**config.mk**
```make
export PLATFORM = sky130hd
export DESIGN_NAME = counter
export DESIGN_NICKNAME = d
export VERILOG_FILES = /design/src/rtl/counter.sv
export SDC_FILE = /design/constraint.sdc
export NUM_CORES = 1
export LEC_CHECK = 0
export BUFFER_PORTS_ARGS = -buffer_cell sky130_fd_sc_hd__buf_2
export CAP_MARGIN = 20
export CORE_AREA = 2 2 39 41
export CTS_BUF_LIST = sky130_fd_sc_hd__clkbuf_2
export DETAILED_ROUTE_END_ITERATION = 10
export DIE_AREA = 0 0 41 43
export GPL_TIMING_DRIVEN = 0
export PLACE_DENSITY = 0.43
export SYNTH_ARGS = -nofsm -noshare
export SYNTH_HDL_FRONTEND = slang
export SYNTH_SLANG_ARGS = --single-unit
```
**constraint.sdc**
```tcl
create_clock -name clk -period 2.65 [get_ports clk]
set_input_delay 0.3975 -clock clk [delete_from_list [all_inputs] [get_ports clk]]
set_output_delay 0.3975 -clock clk [all_outputs]
set_load 0.05 [all_outputs]
```
**src/rtl/counter.sv**
```systemverilog
// counter: parameterised synchronous binary up/down counter with enable,
// asynchronous active-low reset and modulo-2^WIDTH wrap-around.
//
// Parameters
//   WIDTH    counter width in bits (1..32)
// Ports
//   clk      rising-edge clock
//   rst      asynchronous active-low reset; clears count and wrap at once
//   en       count enable: 1 = step on this edge, 0 = hold
//   up_down  direction, sampled only when en=1: 1 = increment, 0 = decrement
//   count    registered count value
//   at_max   decode of count == 2^WIDTH-1
//   at_min   decode of count == 0
//   wrap     registered one-cycle pulse on the edge that wraps the count
module counter #(
  parameter int unsigned WIDTH = 4
) (
  input  logic             clk,
  input  logic             rst,
  input  logic             en,
  input  logic             up_down,
  output logic [WIDTH-1:0] count,
  output logic             at_max,
  output logic             at_min,
  output logic             wrap
);

  localparam logic [WIDTH-1:0] MAX_VAL = '1;
  localparam logic [WIDTH-1:0] ONE     = WIDTH'(1);

  logic [WIDTH-1:0] count_next;
  logic             wrap_next;

  // A wrap is detected from the pre-step value so the pulse lands on the
  // same edge that performs the wrapping step.
  always_comb begin
    count_next = count;
    wrap_next  = 1'b0;
    if (en) begin
      if (up_down) begin
        count_next = count + ONE;
        wrap_next  = (count == MAX_VAL);
      end else begin
        count_next = count - ONE;
        wrap_next  = (count == '0);
      end
    end
  end

  always_ff @(posedge clk or negedge rst) begin
    if (!rst) begin
      count <= '0;
      wrap  <= 1'b0;
    end else begin
      count <= count_next;
      wrap  <= wrap_next;
    end
  end

  assign at_max = (count == MAX_VAL);
  assign at_min = (count == '0);

endmodule

```
==> impl_metrics.tcl, run 1 <==
set metrics [dict create \
    dp_hpwl_um 621.5 \
    ys_ff_latch 5 \
    drt_iter0_drc 23 \
    rsz0062_at_grt "no" \
    wire_per_inst_um 13.13 \
    cts_htree_levels 1 \
    startpoint "count[0]$_DFFE_PN0P_" \
    switchingPower_mw 0.3312 \
    nets 56 \
    hold_viol_final 0 \
    power.leakage_nw 0.2067 \
    start_util 0.2468 \
    clk_path_buf_depth 2 \
    grt_overflow 0 \
    synth_top_area_share 0.3663 \
    vias_per_cell 5.109 \
    gp_routability_congestion 0.6830 \
    antenna_found_initial 0 \
    critPathCaptureType "output pin" \
    timing.rr.start "count[2]$_DFFE_PN0P_" \
    grt_pass1_wl_mm 1.269 \
    p_sw_frac 0.5603 \
    ys_async_sr_fraction 1.000 \
    fmax_mhz 569.2 \
    drive_above_1_share 0.3333 \
    yosysMostFrequentCell "dfrtp_1" \
    grt_pass1_vias 304 \
    setup_viol 0 \
    netlist_top_cells_area "dfrtp_1 (37%), ha_1 (7.3%), a21oi_1 (5.9%)" \
    min_period_ns 1.757 \
    cts_tree "done" \
    tns_ns 0 \
    yosysUniqueCellTypes 20 \
    core_area_um2 1384 \
    dr.pass1.iters 4 \
    drv_cap 0 \
    crit_type "register to output pin" \
    finalCritPeriodShare 0.6630 \
    power.density_nw_per_um2 1334 \
    cts_sinks 5 \
    synth_enable_flop_cells 0 \
    intPower_mw 0.2599 \
    skew_ns 0.0004097 \
    die_y_um 43 \
    cts_buffers 3 \
    io_pins 11 \
    synth.avg_cell_area_um2 10.05 \
    hp-start "en" \
    wirelength_um 840 \
    fill_cells 151 \
    synth-seq-area-share 0.3663 \
    dieArea_um2 1763 \
    fp-row-count 14 \
    root_buffer "clkbuf_2" \
    die_w_um 41 \
    vias 327 \
    postRouteAntennaNets 0 \
    status "complete, no violations" \
    ys.flop_type "dfrtp_1" \
    yosysWarnings 0 \
    hp-class "input pin to register" \
    ys_top_cells_by_count "dfrtp_1 (5), a21oi_1 (4), nand3_1 (4)" \
    power_frac_comb 0.590 \
    slew_viol_final 0 \
    arrival_ns 1.36 \
    yosys.area.top_type "dfrtp_1" \
    clk_pin_slew_worst_paths_ns 0.06 \
    drc 0 \
    cts_repair_resize_count 0 \
    syn-cell-area_um2 341.6 \
    grt_use_total 0.1139 \
    ir_worst_vdd_uv 273.6 \
    place_ws_ns 0.7709 \
    syn_nets 41 \
    clkPwrFrac 0.122 \
    timing.final.ws_setup_ns 0.8931 \
    port_buffers 9 \
    tightest_slew_ns 0.2973 \
    cp-start-kind "register" \
    crit_required_ns 2.25 \
    seq_power_share 0.289 \
    clk_latency_ns 0.22 \
    syn_inst 34 \
    path_max_fanout 7 \
    syn2layout_area_growth_pct 29.67 \
    grt_max_degree 11 \
    relSlewSlack 0.8018 \
    antenna_cells 0 \
]
cell usage in the layout, fill, tap and decap left out, types with 2 or more instances in the layout:
cell      count
nand2_1       2
dfrtp_1       5
buf_2         9
clkbuf_2      4
ha_1          2
inv_1         2
a21oi_1       4
nor2_1        2
nand3_1       4
final timing paths:
| path | to | slack [ns] | depth (start not counted) |
|---|---|---|---|
| setup reg to reg | count[3]$_DFFE_PN0P_ | 1.04 | 4 |
| min in group asynchronous | count[1]$_DFFE_PN0P_ | 0.52 | 2 |
| setup / recovery | at_min | 0.89 | 2 |
| max in group asynchronous | wrap$_DFF_PN0_ | 2.00 | 2 |
| hold reg to reg | count[2]$_DFFE_PN0P_ | 0.64 | 2 |
| hold / removal | count[0]$_DFFE_PN0P_ | 0.40 | 2 |
per-stage QoR:
stage	total power, mW	instances	hold slack [ns]	area [um2]	utilization
6_report	0.5911	64	0.4018	442.9	0.3201
5_1_grt	0.6269	64	0.3998	442.9	0.3201
4_1_cts	0.5985	64	0.3892	442.9	0.3201
3_5_place_dp	0.5169	59	0.2186	412.9	0.2984
3_3_place_gp	0.5031	59	0.2121	412.9	0.2984
2_1_floorplan	0.4316	34	0.1019	347.8	-
cells by family after synthesis:
group	count (synthesis)	share of synthesized area
fa+ha+maj	3	0.1319
simple gates	13	0.2198
flops	5	0.3663
xor+xnor	2	0.05129
buf+inv	3	0.05495
compound gates	6	0.1136
mux	2	0.06227
routing by layer:
layer / part of all wire / vias up / routed length [um] / GRT usage
met5: 0 / - / 0 / 0
li1: - / 154 / - / -
met1: 0.39 / 162 / 331 / 0.1270
met3: 0.058 / 0 / 49 / 0
met4: 0 / 0 / 0 / 0.1200
met2: 0.55 / 11 / 459 / 0.1750
timing repair:
action	CTS	global route
endpoints found under the setup margin	0	0
endpoints found under the hold margin	5	0
hold buffers	1	0
buffers inserted	0	0
cell type report:
type,instances,area [um2],area share
well taps,16,20.02,0.04520
plain buffers,1,11.26,0.02542
flip-flops and latches,5,125.1,0.2825
inverters,2,7.507,0.01695
repair buffers,10,55.05,0.1243
clock buffers,4,20.02,0.04520
multi-input cells,26,203.9,0.4605
worst max-delay path, stage by stage (launching register included):
cell and delay (ns):
dfrtp_1 0.48, nor4_2 0.34, buf_2 0.32
power by group through the flow:
stage	sequential (mW)	clock, mW	combinational, mW
3_5_place_dp	0.172	0	0.345
2_1_floorplan	0.273	0	0.158
5_1_grt	0.181	0.0773	0.368
6_report	0.171	0.0719	0.349
3_3_place_gp	0.169	0	0.334
4_1_cts	0.171	0.0755	0.352
flip-flops by register name, indices dropped and copies added, names as in the netlist:
register	flops
wrap	1
count	4
No activity file was read; power rests on OpenSTA's default activity.
==> run 2: changes to the inputs <==
--- a/config.mk
+++ b/config.mk
@@ -5,6 +5,7 @@
 export SDC_FILE = /design/constraint.sdc
 export NUM_CORES = 1
 export LEC_CHECK = 0
+export ABC_AREA = 1
 export BUFFER_PORTS_ARGS = -buffer_cell sky130_fd_sc_hd__buf_2
 export CAP_MARGIN = 20
 export CORE_AREA = 2 2 39 41
@@ -12,7 +13,7 @@
 export DETAILED_ROUTE_END_ITERATION = 10
 export DIE_AREA = 0 0 41 43
 export GPL_TIMING_DRIVEN = 0
-export PLACE_DENSITY = 0.43
+export PLACE_DENSITY = 0.42
 export SYNTH_ARGS = -nofsm -noshare
 export SYNTH_HDL_FRONTEND = slang
 export SYNTH_SLANG_ARGS = --single-unit
==> constraint.sdc (replaced) <==
create_clock -name clk -period 1.8 [get_ports clk]
set_input_delay 0.27 -clock clk [delete_from_list [all_inputs] [get_ports clk]]
set_output_delay 0.27 -clock clk [all_outputs]
set_load 0.05 [all_outputs]
==> impl_metrics.tcl, run 2 <==
set metrics [dict create \
    die_y_um 43 \
    min_period_ns 1.500 \
    fin_util 0.3110 \
    wirelength_um 662 \
    ys_ff_latch 5 \
    cp_slowest_cell "dfrtp_1" \
    vias_per_cell 4.096 \
    layout_commonest_cell "nand2_1" \
    ys.flop_type "dfrtp_1" \
    drv_cap 0 \
    grt_pass1_wl_mm 1.235 \
    drive_above_1_share 0.2982 \
    synth-seq-area-share 0.3788 \
    core_area_um2 1384 \
    tightest_slew_ns 0.2757 \
    cp-start-kind "register" \
    drt_iter0_drc 2 \
    ys_async_sr_fraction 1.000 \
    clk_latency_ns 0.22 \
    synth.avg_cell_area_um2 7.865 \
    hold_viol_final 0 \
    grt.busiest_layer "met1" \
    nets 65 \
    drc 0 \
    postRouteAntennaNets 0 \
    yosysWarnings 0 \
    clk_pin_slew_worst_paths_ns 0.06 \
    synth_enable_flop_cells 0 \
    syn_nets 49 \
    relSlewSlack 0.8162 \
    cts_tree "done" \
    dp.cells 68 \
    final_cell_mix "nand2_1 (15), buf_2 (10), inv_1 (5), dfrtp_1 (5)" \
    power.leakage_nw 0.2561 \
    yosysUniqueCellTypes 14 \
    path_max_fanout 6 \
    setup_viol 0 \
    status "complete, no violations" \
    met3_usage 0.07853 \
    crit_type "register to output pin" \
    cts_buffers 3 \
    slowest_delay_ns 0.50 \
    crit_required_ns 1.53 \
    antenna_cells 0 \
    finalCritPeriodShare 0.8334 \
    slew_viol_final 0 \
    grtUsageMet1 0.1401 \
    hold_buffers 1 \
    finalInstanceArea_um2 430.4 \
    largest_register_ffs 4 \
    top_regs "count (4), wrap (1)" \
    wire_per_inst_um 9.068 \
    antenna_found_initial 0 \
    ys_top_cells_by_count "nand2_1 (15), dfrtp_1 (5), inv_1 (5)" \
    rsz0062_at_grt "no" \
    dieArea_um2 1763 \
    fp-row-count 14 \
    yosys.area.top_type "dfrtp_1" \
    hp-class "input pin to register" \
    timing.final.ws_setup_ns 0.2999 \
    cts_setup_buffers 0 \
    regMostFlops "count" \
    path_cells "nand2_2, nor3_4, buf_2" \
    grt_overflow 0 \
    dr.pass1.iters 2 \
    dp_hpwl_um 527.7 \
    cts_sinks 5 \
    syn_inst 42 \
    ir_worst_vdd_uv 568.8 \
    syn2layout_area_growth_pct 30.30 \
    hold_ws_ns 0.2876 \
    root_buffer "clkbuf_2" \
    io_pins 11 \
    skew_ns 0.006713 \
    synth_top_area_share 0.3788 \
    gp_routability_congestion 0.6026 \
    grt_max_degree 7 \
    syn-cell-area_um2 330.3 \
    arrival_ns 1.23 \
    start_util 0.2387 \
    tns_ns 0 \
    placed_cell_area_um2 400.4 \
    place_ws_ns 0.3938 \
    power.density_nw_per_um2 2023 \
    grt_pass1_vias 291 \
    critPathCaptureType "output pin" \
    cts_htree_levels 1 \
    p_total_mw 0.8708 \
    use_met2 0.1375 \
    port_buffers 10 \
    grt_use_total 0.1089 \
    instances_no_fill 73 \
    yosysMostFrequentCell "nand2_1" \
    die_w_um 41 \
    vias 299 \
    netlist_top_cells_area "dfrtp_1 (38%), nand2_1 (17%), ha_1 (7.6%)" \
    cts_repair_resize_count 0 \
    fmax_mhz 666.6 \
    clk_path_buf_depth 2 \
]
## run 2: cell types whose count changed after synthesis, sizes merged, moves of 2 or more
cell	previous run	this run
a21oi	4	0
inv	2	6
nand2	2	16
nor2	2	4
## run 2: path summary, 6_finish.rpt
path / start / endpoint / slack [ns] / depth (start not counted)
max reg2reg: count[0]$_DFFE_PN0P_ / count[2]$_DFFE_PN0P_ / 0.53 / 3
min in group asynchronous: rst / count[0]$_DFFE_PN0P_ / 0.39 / 2
min: en / count[0]$_DFFE_PN0P_ / 0.29 / 2
max in group asynchronous: rst / count[3]$_DFFE_PN0P_ / 1.28 / 2
max: count[0]$_DFFE_PN0P_ / at_max / 0.30 / 3
min reg2reg: count[2]$_DFFE_PN0P_ / count[2]$_DFFE_PN0P_ / 0.56 / 2
## run 2: cell families after synthesis
logic type | count (synthesis) | synth area share
DFF | 5 | 0.3788
xor gates and xnor gates | 2 | 0.05304
and+or+nand+nor | 25 | 0.3485
adders and majority gates | 3 | 0.1364
buffers and inverters | 6 | 0.06818
AOI/OAI and AO/OA | 1 | 0.01514
## run 2: power by group
group	total, mW	internal, mW	switching (mW)
combinational	0.525	0.153	0.373
clock	0.105	0.0588	0.0464
sequential	0.240	0.161	0.0796
## run 2: layout make-up
type	instances	area (um2)
Fill cell	163	953.4
Clock buffer	4	20.02
Multi-Input combinational cell	31	182.7
Sequential cell	5	125.1
Tap cell	16	20.02
Timing Repair Buffer	11	60.06
Inverter	6	22.52
## run 2: routing by layer
layer	share of wire	routed length, um
met5	0	0
met4	0	0
met3	0.073	48
met2	0.42	277
met1	0.51	336
## run 2: critical path, delay by kind of cell (launching register included)
family	cells	cell delay, ns
flops	1	0.50
buf+inv	1	0.28
simple gates	2	0.23
